<file path="src/rtl/lsu_unit.sv">
// rtl/lsu_unit.sv - load/store unit sequencing one core request onto the data-memory handshake.
// Optional timeout watchdog enabled by defining LSU_TIMEOUT_EN.
`ifndef ADDR_WIDTH
`define ADDR_WIDTH 8
`endif

module lsu_unit #(
  parameter int ADDR_W         = `ADDR_WIDTH,
  parameter int DATA_W         = 16,
  parameter int TIMEOUT_CYCLES = 64
) (
  input  logic              clk,
  input  logic              reset,
  input  logic              req_valid,
  input  logic              req_write,
  input  logic [ADDR_W-1:0] req_addr,
  input  logic [DATA_W-1:0] req_wdata,
  output logic              req_ready,
  output logic              resp_valid,
  output logic [DATA_W-1:0] resp_rdata,
  output logic              resp_error,
  output logic              mem_rd_valid,
  output logic [ADDR_W-1:0] mem_rd_addr,
  input  logic              mem_rd_ready,
  input  logic              mem_rd_data_valid,
  input  logic [DATA_W-1:0] mem_rd_data,
  output logic              mem_wr_valid,
  output logic [ADDR_W-1:0] mem_wr_addr,
  output logic [DATA_W-1:0] mem_wr_data,
  input  logic              mem_wr_ready
);

  typedef enum logic [1:0] {IDLE, REQUEST, WAIT_DATA, DONE} state_t;

  state_t              state_q, state_d;
  logic                write_q, write_d;
  logic [ADDR_W-1:0]   addr_q, addr_d;
  logic [DATA_W-1:0]   wdata_q, wdata_d;
  logic [DATA_W-1:0]   rdata_q, rdata_d;

`ifdef LSU_TIMEOUT_EN
  logic [7:0] cnt_q, cnt_d;
  logic       err_q;
  logic       timeout;
  logic       to_fire;

  assign timeout = (cnt_q == 8'(TIMEOUT_CYCLES - 1));

  // Counter restarts whenever a new wait phase begins.
  always_comb begin
    cnt_d = 8'd0;
    if ((state_d == REQUEST || state_d == WAIT_DATA) && (state_d == state_q))
      cnt_d = cnt_q + 8'd1;
  end

  always_ff @(posedge clk) begin
    if (reset) begin
      cnt_q <= 8'd0;
      err_q <= 1'b0;
    end else begin
      cnt_q <= cnt_d;
      err_q <= to_fire;
    end
  end

  assign resp_error = err_q && (state_q == DONE);
`else
  assign resp_error = 1'b0;
`endif

  always_comb begin
    state_d = state_q;
    write_d = write_q;
    addr_d  = addr_q;
    wdata_d = wdata_q;
    rdata_d = rdata_q;
`ifdef LSU_TIMEOUT_EN
    to_fire = 1'b0;
`endif
    case (state_q)
      IDLE: begin
        if (req_valid) begin
          write_d = req_write;
          addr_d  = req_addr;
          wdata_d = req_wdata;
          state_d = REQUEST;
        end
      end
      REQUEST: begin
        if (write_q) begin
          if (mem_wr_ready) state_d = DONE;
`ifdef LSU_TIMEOUT_EN
          else if (timeout) begin
            state_d = DONE;
            to_fire = 1'b1;
          end
`endif
        end else begin
          if (mem_rd_ready) begin
            if (mem_rd_data_valid) begin
              rdata_d = mem_rd_data;
              state_d = DONE;
            end else begin
              state_d = WAIT_DATA;
            end
          end
`ifdef LSU_TIMEOUT_EN
          else if (timeout) begin
            state_d = DONE;
            to_fire = 1'b1;
          end
`endif
        end
      end
      WAIT_DATA: begin
        if (mem_rd_data_valid) begin
          rdata_d = mem_rd_data;
          state_d = DONE;
        end
`ifdef LSU_TIMEOUT_EN
        else if (timeout) begin
          state_d = DONE;
          to_fire = 1'b1;
        end
`endif
      end
      DONE:    state_d = IDLE;
      default: state_d = IDLE;
    endcase
  end

  always_ff @(posedge clk) begin
    if (reset) begin
      state_q <= IDLE;
      write_q <= 1'b0;
      addr_q  <= '0;
      wdata_q <= '0;
      rdata_q <= '0;
    end else begin
      state_q <= state_d;
      write_q <= write_d;
      addr_q  <= addr_d;
      wdata_q <= wdata_d;
      rdata_q <= rdata_d;
    end
  end

  // Address/data come straight from the latched request, so they stay stable while stalled.
  assign req_ready    = (state_q == IDLE);
  assign resp_valid   = (state_q == DONE);
  assign resp_rdata   = rdata_q;
  assign mem_rd_valid = (state_q == REQUEST) && !write_q;
  assign mem_rd_addr  = addr_q;
  assign mem_wr_valid = (state_q == REQUEST) && write_q;
  assign mem_wr_addr  = addr_q;
  assign mem_wr_data  = wdata_q;

endmodule
</file>
<file path="config.mk">
export PLATFORM = sky130hd
export DESIGN_NAME = lsu_unit
export DESIGN_NICKNAME = d
export VERILOG_FILES = /design/src/rtl/lsu_unit.sv
export SDC_FILE = /design/constraint.sdc
export NUM_CORES = 1
export LEC_CHECK = 0
export ABC_AREA = 1
export BUFFER_PORTS_ARGS = -buffer_cell sky130_fd_sc_hd__clkbuf_2
export CORE_AREA = 2 2 82 103
export CTS_CLUSTER_SIZE = 30
export DETAILED_ROUTE_END_ITERATION = 8
export DIE_AREA = 0 0 84 105
export GPL_TIMING_DRIVEN = 0
export SLEW_MARGIN = 20
export SYNTH_ARGS = -nofsm -noshare
export SYNTH_HDL_FRONTEND = slang
export SYNTH_SLANG_ARGS = --single-unit
export TNS_END_PERCENT = 20
</file>
<file path="constraint.sdc">
create_clock -name clk -period 1.8 [get_ports clk]
set_input_delay 0.18 -clock clk [delete_from_list [all_inputs] [get_ports clk]]
set_output_delay 0.18 -clock clk [all_outputs]
set_load 0.02 [all_outputs]
</file>
Word-level counts from Yosys, hierarchy flattened --
Index checks and enable logic that the tools add are counted.
Operators by class: muxes and demuxes 11, equal/unequal tests 9, reductions and logical operators 8
Operators by type and width (count):
- $mux W16 | 3
- $pmux W16 S2 | 1
- $mux W2 | 5
- $ne A2 B2 Y1 const B | 4
- $pmux W2 S4 | 1
- $ne A3 B3 Y1 const B | 2
- $eq A2 B2 Y1 const B | 2
- $reduce_and A4 Y1 | 1
- $reduce_and A3 Y1 | 1
- $eq A2 B1 Y1 const B | 1
- $logic_and A1 B1 Y1 | 2
- $logic_not A2 Y1 | 1
- $reduce_and A2 Y1 | 1
- $reduce_bool A2 Y1 | 1
- $logic_not A1 Y1 | 1
- $mux W1 | 1
Word-level totals: output and inout bits 53, input bits 47, register bits 43, word-level logic and storage cells 33

Longest topological paths before layout --
Gate-level depths: netlist (run 1).
word-level depth 4, depth in mapped cells 9

Worst setup path after synthesis (run 1) --
OpenSTA, ideal clock, no wires.
path kind flip-flop to flip-flop, start register state_q[0], end register write_q, setup slack 299 ps, cell stages (with the launch flop) 6, data arrival time 1372 ps, setup time 129 ps, data required time 1671 ps, path through dfxtp_1 -> inv_1 -> ha_1 -> nand2_1 -> clkbuf_1 -> a21oi_1
On the way: word-level cells in the longest chain between the ends 2
RTL lines:
- start, declared | RTL line 35 | state_t state_q, state_d;
- start signal, assigned | RTL line 140 | state_q <= state_d;
- $logic_not A2 Y1
- named net req_ready | RTL line 18 | output logic req_ready,
- $reduce_and A2 Y1 (no line)
- end signal, assigned | RTL line 141 | write_q <= write_d;
- end, declared | RTL line 36 | logic write_q, write_d;
The timed path passes the listed nets, and every way through them passes these cells. A chain may end at the register's enable or synchronous reset.

Worst setup path in the final report (run 1) --
start register state_q[0], end register rdata_q[14], in the netlist resp_rdata[14]
On the way: word-level cells in the longest chain between the ends 3, elaborated cells on any way between the ends 7
RTL lines:
- $eq A2 B1 Y1 or $eq A2 B2 Y1 (tied branches) | RTL line 80 | case (state_q)
- $ne A2 B2 Y1 (no line) or $reduce_bool A2 Y1 (tied branches)
- $reduce_and A3 Y1 (no line)
- end signal, assigned | RTL line 144 | rdata_q <= rdata_d;
- end, declared | RTL line 39 | logic [DATA_W-1:0] rdata_q, rdata_d;
Parallel ways exist; a longest one is shown, timed or not.

==> results.cfg, run 1 <==
[yosys]
syn_area_um2 = 1910
synth_cell_types = 23
ys_seq_area_share_pct = 45.0
ys_ff_latch = 43
synth_top_area_share_pct = 45.0
yosysTopAreaCell = dfxtp_1
yosys_warnings = 0
synth.area.top_cells = dfxtp_1 (45%), nor2_1 (11%), o21ai_1 (5.5%)
syn_nets = 285
syn-mean-instance-area_um2 = 8.21
synthCells = 233

[clock_tree]
postCtsSetupRepairBufs = 0
clock_tree.root_cell = clkbuf_8
clk_pin_slew_ns = 0.09
tritoncts = yes
htreeDepth = 2
cts_sinks = 43
ctsLongestPathBuffers = 2
numCtsBuffers = 5
clk_latency_ns = 0.30

[timing]
worst_hold_slack_ns = 0.121
max_clock_freq_mhz = 621
skew_ns = 0.00823
rsz0062_at_grt = no
fin_crit_sh_pct = 89.4
fin_setup_tns_ns = 0
setup_viol = 0
min_period_ns = 1.61
finalMaxSlewViolations = 0
hold_violations = 0

[worst_setup_path]
crit_arrival_ns = 1.79
cp-endpoint = resp_rdata[14]
end_kind = flop
r2r_cells = 8
r2r_setup_slack_ns = 0.19
r2r_end = resp_rdata[14]
crit_start = state_q[0]
crit_required_ns = 1.98
reg2reg_from = state_q[0]
path_class = reg2reg
critPathLaunchType = flop
cp_max_fo = 10

[placed_design]
post_dp_cell_area_um2 = 2520
dp.cells = 425
routabilityCongestion = 0.748
port-buffer-count = 97
dp_hpwl_mm = 3.77

[global_routing]
grt.overflow.total = 0
grt_pass1_vias = 1757
grt_busiest_layer = met2
grt_usage_pct = 11.2
grt_antenna_before_repair = 0
grt_use_met2_pct = 19.1
grt_first_pass_wirelength_mm = 8.12
grt_util_met3_pct = 3.48
grt_max_degree = 14
met1_usage_pct = 13.5

[route]
drc = 0
num_vias = 1813
wl_per_cell_um = 11.2
drt_iter0_markers = 41
antenna_left = 0
wl_mm = 4.84
viasPerCell = 4.19
drtPass1Iterations = 4

[pwr]
leakagePower_nw = 1.26
ir_worst_vdd_mv = 0.625
powerDensity_nw_per_um2 = 1460

[finish]
register_area_um2 = 862
finalInstanceArea_um2 = 2610
drive_gt1_share_pct = 48.5
multiInputGateArea_um2 = 862
fillers = 860
nets = 389
fin_cells = 433
diodes = 0
syn_to_final_growth_pct = 36.3
fin_util_pct = 33.4
layout_commonest_cell = clkbuf_2
mostFrequentLayoutCells = clkbuf_2 (99), nor2_1 (57), dfxtp_1 (42)

[worst_hold_path]
hold_class = in2reg
min_from = mem_rd_data[10]

[die]
die_y_um = 105
ios = 100
rows = 36
core_area_um2 = 7790
die_w_um = 84
dieArea_um2 = 8820
start_util_pct = 24.5

[status]
outcome = completed

[flow_run]
maxCapViolCount = 0
-- kinds of logic after synthesis --
group                    count (synthesis)  synth area share (%)
buffers and inverters                   32                  10.0
adder cells (fa/ha/maj)                  5                  3.27
other                                    1                 0.196
AND/OR/NAND/NOR                        105                  26.6
AO/OA/AOI/OAI                           47                  14.9
flip-flops                              43                  45.0
-- worst min path at each step --
| stage | endpoint | slack, ns | cells past startpoint |
|---|---|---|---|
| 2_1_floorplan | mem_rd_addr[0] | 0.33 | 2 |
| 3_3_place_gp | mem_wr_data[14] | 0.42 | 3 |
| 3_5_place_dp | mem_rd_addr[4] | 0.43 | 3 |
| 4_1_cts | mem_wr_data[6] | 0.11 | 3 |
| 5_1_grt | resp_rdata[12] | 0.11 | 3 |
| 6_report | resp_rdata[10] | 0.12 | 3 |
-- sequential cells by signal, indices dropped and copies added (netlist names) --
register	cells
write_q	1
state_q	2
mem_wr_data	16
resp_rdata	16
mem_rd_addr	8
-- layout make-up --
type | count | share of cell area (%)
sequential | 43 | 33.1
tap | 95 | 4.56
inverter | 12 | 1.73
clock buffer | 5 | 2.64
timing repair buffer | 97 | 18.6
multi-input combinational | 158 | 33.1
buffer | 20 | 5.71
clock inverter | 3 | 0.576
-- what timing repair did --
action                                  4_1_cts  5_1_grt
endpoints found under the setup margin        1       25
resized for setup                             1        3
pin swaps                                     0        1
gates cloned                                  0        0
hold buffers                                  0        0
-- power breakdown --
group | total [mW] | leakage [nW] | internal (mW) | switching (mW)
sequential | 1.33 | 0.354 | 1.19 | 0.150
combinational | 1.86 | 0.856 | 0.687 | 1.17
clock | 0.607 | 0.0477 | 0.266 | 0.341
-- worst max-delay path, stage by stage, from the launching register on --
cell     delay [ns]
dfxtp_1        0.37
inv_1          0.12
ha_1           0.18
inv_1          0.07
o21ai_4        0.32
nand2_4        0.13
buf_6          0.18
nand2_2        0.07
a21oi_2        0.04
-- per-layer routing --
layer  vias up  routed length [um]
li1        944                   -
met4         0                  37
met3         4                 355
met5         -                   0
met1       795                2160
met2        70                2290
-- Yosys cell counts --
cell,n
o21ai_4,1
nand3_2,10
a21oi_1,9
nor2_1,57
buf_2,5
nand2_2,11
nand2_4,1
buf_4,9
a21oi_2,10
buf_1,1
ha_1,5
o21ai_0,6
inv_2,4
buf_6,2
nand3_1,8
inv_1,8
dfxtp_1,43
o21ai_1,21
nand2_1,17
nor2_4,1
buf_12,1
clkbuf_1,2
conb_1,1
-- metrics by stage --
step	setup WS, ns	power [mW]
finish	0.191	3.80
global route	0.0661	4.12
CTS	0.0139	3.87
detailed placement	0.0118	3.24
global placement	0.0608	3.21
floorplan	0.299	2.70
Power figures use the tool's default switching activity.
==> inputs of run 2 (changes only) <==
--- a/config.mk
+++ b/config.mk
@@ -12,6 +12,7 @@
 export DETAILED_ROUTE_END_ITERATION = 8
 export DIE_AREA = 0 0 84 105
 export GPL_TIMING_DRIVEN = 0
+export PLACE_DENSITY = 0.52
 export SLEW_MARGIN = 20
 export SYNTH_ARGS = -nofsm -noshare
 export SYNTH_HDL_FRONTEND = slang
==> constraint.sdc (replaced) <==
create_clock -name clk -period 1.45 [get_ports clk]
set_input_delay 0.145 -clock clk [delete_from_list [all_inputs] [get_ports clk]]
set_output_delay 0.145 -clock clk [all_outputs]
set_load 0.02 [all_outputs]
==> run 2 against run 1 <==
Critical path depth rose by 2; cell area rose by 7.9%; via count rose by 1.2%; routed wire length rose by 5.6%; maximum frequency rose by 16%; core utilization rose by 2.6 points; worst setup slack got worse by 0.13 ns; critical path type unchanged.
==> results.cfg, run 2 (synthesis results as in run 1) <==
[die]
rows = 36
start_util_pct = 24.5
die_y_um = 105
ios = 100
die_w_um = 84
core_area_um2 = 7790
dieArea_um2 = 8820

[finish]
mostFrequentLayoutCells = clkbuf_2 (95), nor2_1 (56), dfxtp_1 (41)
drive_gt1_share_pct = 52.9
diodes = 0
fin_util_pct = 36.1
fin_cells = 441
finalInstanceArea_um2 = 2810
fillers = 849
multiInputGateArea_um2 = 896
nets = 397
syn_to_final_growth_pct = 47.1
register_area_um2 = 868
layout_commonest_cell = clkbuf_2

[route]
drt_iter0_markers = 33
drc = 0
num_vias = 1835
wl_mm = 5.11
antenna_left = 0
wl_per_cell_um = 11.6
drtPass1Iterations = 3
viasPerCell = 4.16

[pwr]
p_int_mw = 3.09
clkPwrFrac_pct = 18.0
leakagePower_nw = 1.34
ir_worst_vdd_mv = 0.644
sw_frac_of_total_pct = 41.3
pwr-share-seq_pct = 31.8
powerDensity_nw_per_um2 = 1870
switchingPower_mw = 2.17
power_frac_comb_pct = 50.2
power_mw = 5.26

[placed_design]
port-buffer-count = 97
dp_slack_ns = -0.239
post_dp_cell_area_um2 = 2520
dp_hpwl_mm = 3.75
routabilityCongestion = 0.782
dp.cells = 425

[worst_setup_path]
end_kind = flop
crit_required_ns = 1.63
path_class = reg2reg
path_cells = inv_2 > ha_2 > inv_2 > nor2_4 > nor2_4 > buf_12 > nand2_4 > buf_12 > nand2_2 > a21oi_2
cp_max_fo = 10
critPathBufInv = 4
crit_slowest_cell = dfxtp_4
max_stage_delay_ns = 0.36
crit_arrival_ns = 1.57
critPathLaunchType = flop
path_depth = 10
r2r_cells = 10
cp_top_family = buffers and inverters

[global_routing]
grt_pass1_vias = 1786
grt_usage_pct = 11.6
grt.overflow.total = 0
grt_max_degree = 15
grt_first_pass_wirelength_mm = 8.25
grt_antenna_before_repair = 0

[worst_hold_path]
whs_path_depth = 3
hold_class = in2reg

[timing]
fin_setup_tns_ns = 0
max_clock_freq_mhz = 720
rsz0062_at_grt = yes
finalMaxSlewViolations = 0
fin_crit_sh_pct = 95.8
setup_viol = 0
min_period_ns = 1.39
hold_violations = 0
worst_slack_ns = 0.0604
worst_hold_slack_ns = 0.0809
skew_ns = 0.00953

[flow_run]
maxCapViolCount = 0

[status]
outcome = completed

[clock_tree]
cts_hold_buf = 0
clock_tree.root_cell = clkbuf_8
clk_pin_slew_ns = 0.09
clk_latency_ns = 0.30
numCtsBuffers = 5
tritoncts = yes
htreeDepth = 2
ctsLongestPathBuffers = 2
cts_sinks = 43
==> run 2: cell count changes in the layout (fill, tap and decap cells not counted), sizes merged <==
cell | previous run | this run
buf | 17 | 27
clkbuf | 105 | 102
bufbuf | 0 | 1
bufinv | 0 | 1
clkinv | 3 | 2
==> run 2: area by class of cell <==
class,count,area share [%]
Clock inverter,3,1.56
Buffer,20,6.01
Clock buffer,5,2.45
Timing Repair Buffer,105,21.3
Multi-Input combinational cell,158,31.9
Sequential cell,43,30.9
Tap cell,95,4.23
Inverter,12,1.69
==> run 2: routing by layer <==
| layer | track usage [%] | share of wire [%] | up-vias |
|---|---|---|---|
| met1 | 13.2 | 44 | 808 |
| met2 | 20.4 | 49 | 61 |
| met4 | 4.15 | 1.4 | 0 |
| met5 | 0 | 0 | - |
| met3 | 3.32 | 6.0 | 4 |
| li1 | - | - | 962 |
==> run 2: final timing paths <==
| check | start | endpoint | slack, ns |
|---|---|---|---|
| max reg2reg | state_q[1] | resp_rdata[9] | 0.06 |
| min reg2reg | resp_rdata[2] | resp_rdata[2] | 0.47 |
| min | req_wdata[5] | mem_wr_data[5] | 0.08 |
| max | state_q[1] | resp_rdata[9] | 0.06 |
==> run 2: power groups by stage <==
stage / registers, mW / clock network (mW) / logic [mW]
global placement: 1.68 / 0 / 2.33
floorplan: 1.97 / 0 / 1.39
detailed placement: 1.69 / 0 / 2.35
global route: 1.72 / 1.06 / 2.88
finish: 1.67 / 0.948 / 2.64
CTS: 1.67 / 0.999 / 2.55
==> run 2: timing repair <==
item	CTS	global route
buffers inserted	6	1
gates resized for setup	12	21
setup endpoints to repair	38	38
pin swaps	3	4
gates cloned	1	0
==> run 2: worst min-delay path, cell delays in order <==
cell and delay [ns]:
clkbuf_2 0.08, o21ai_1 0.05, nor2_1 0.07
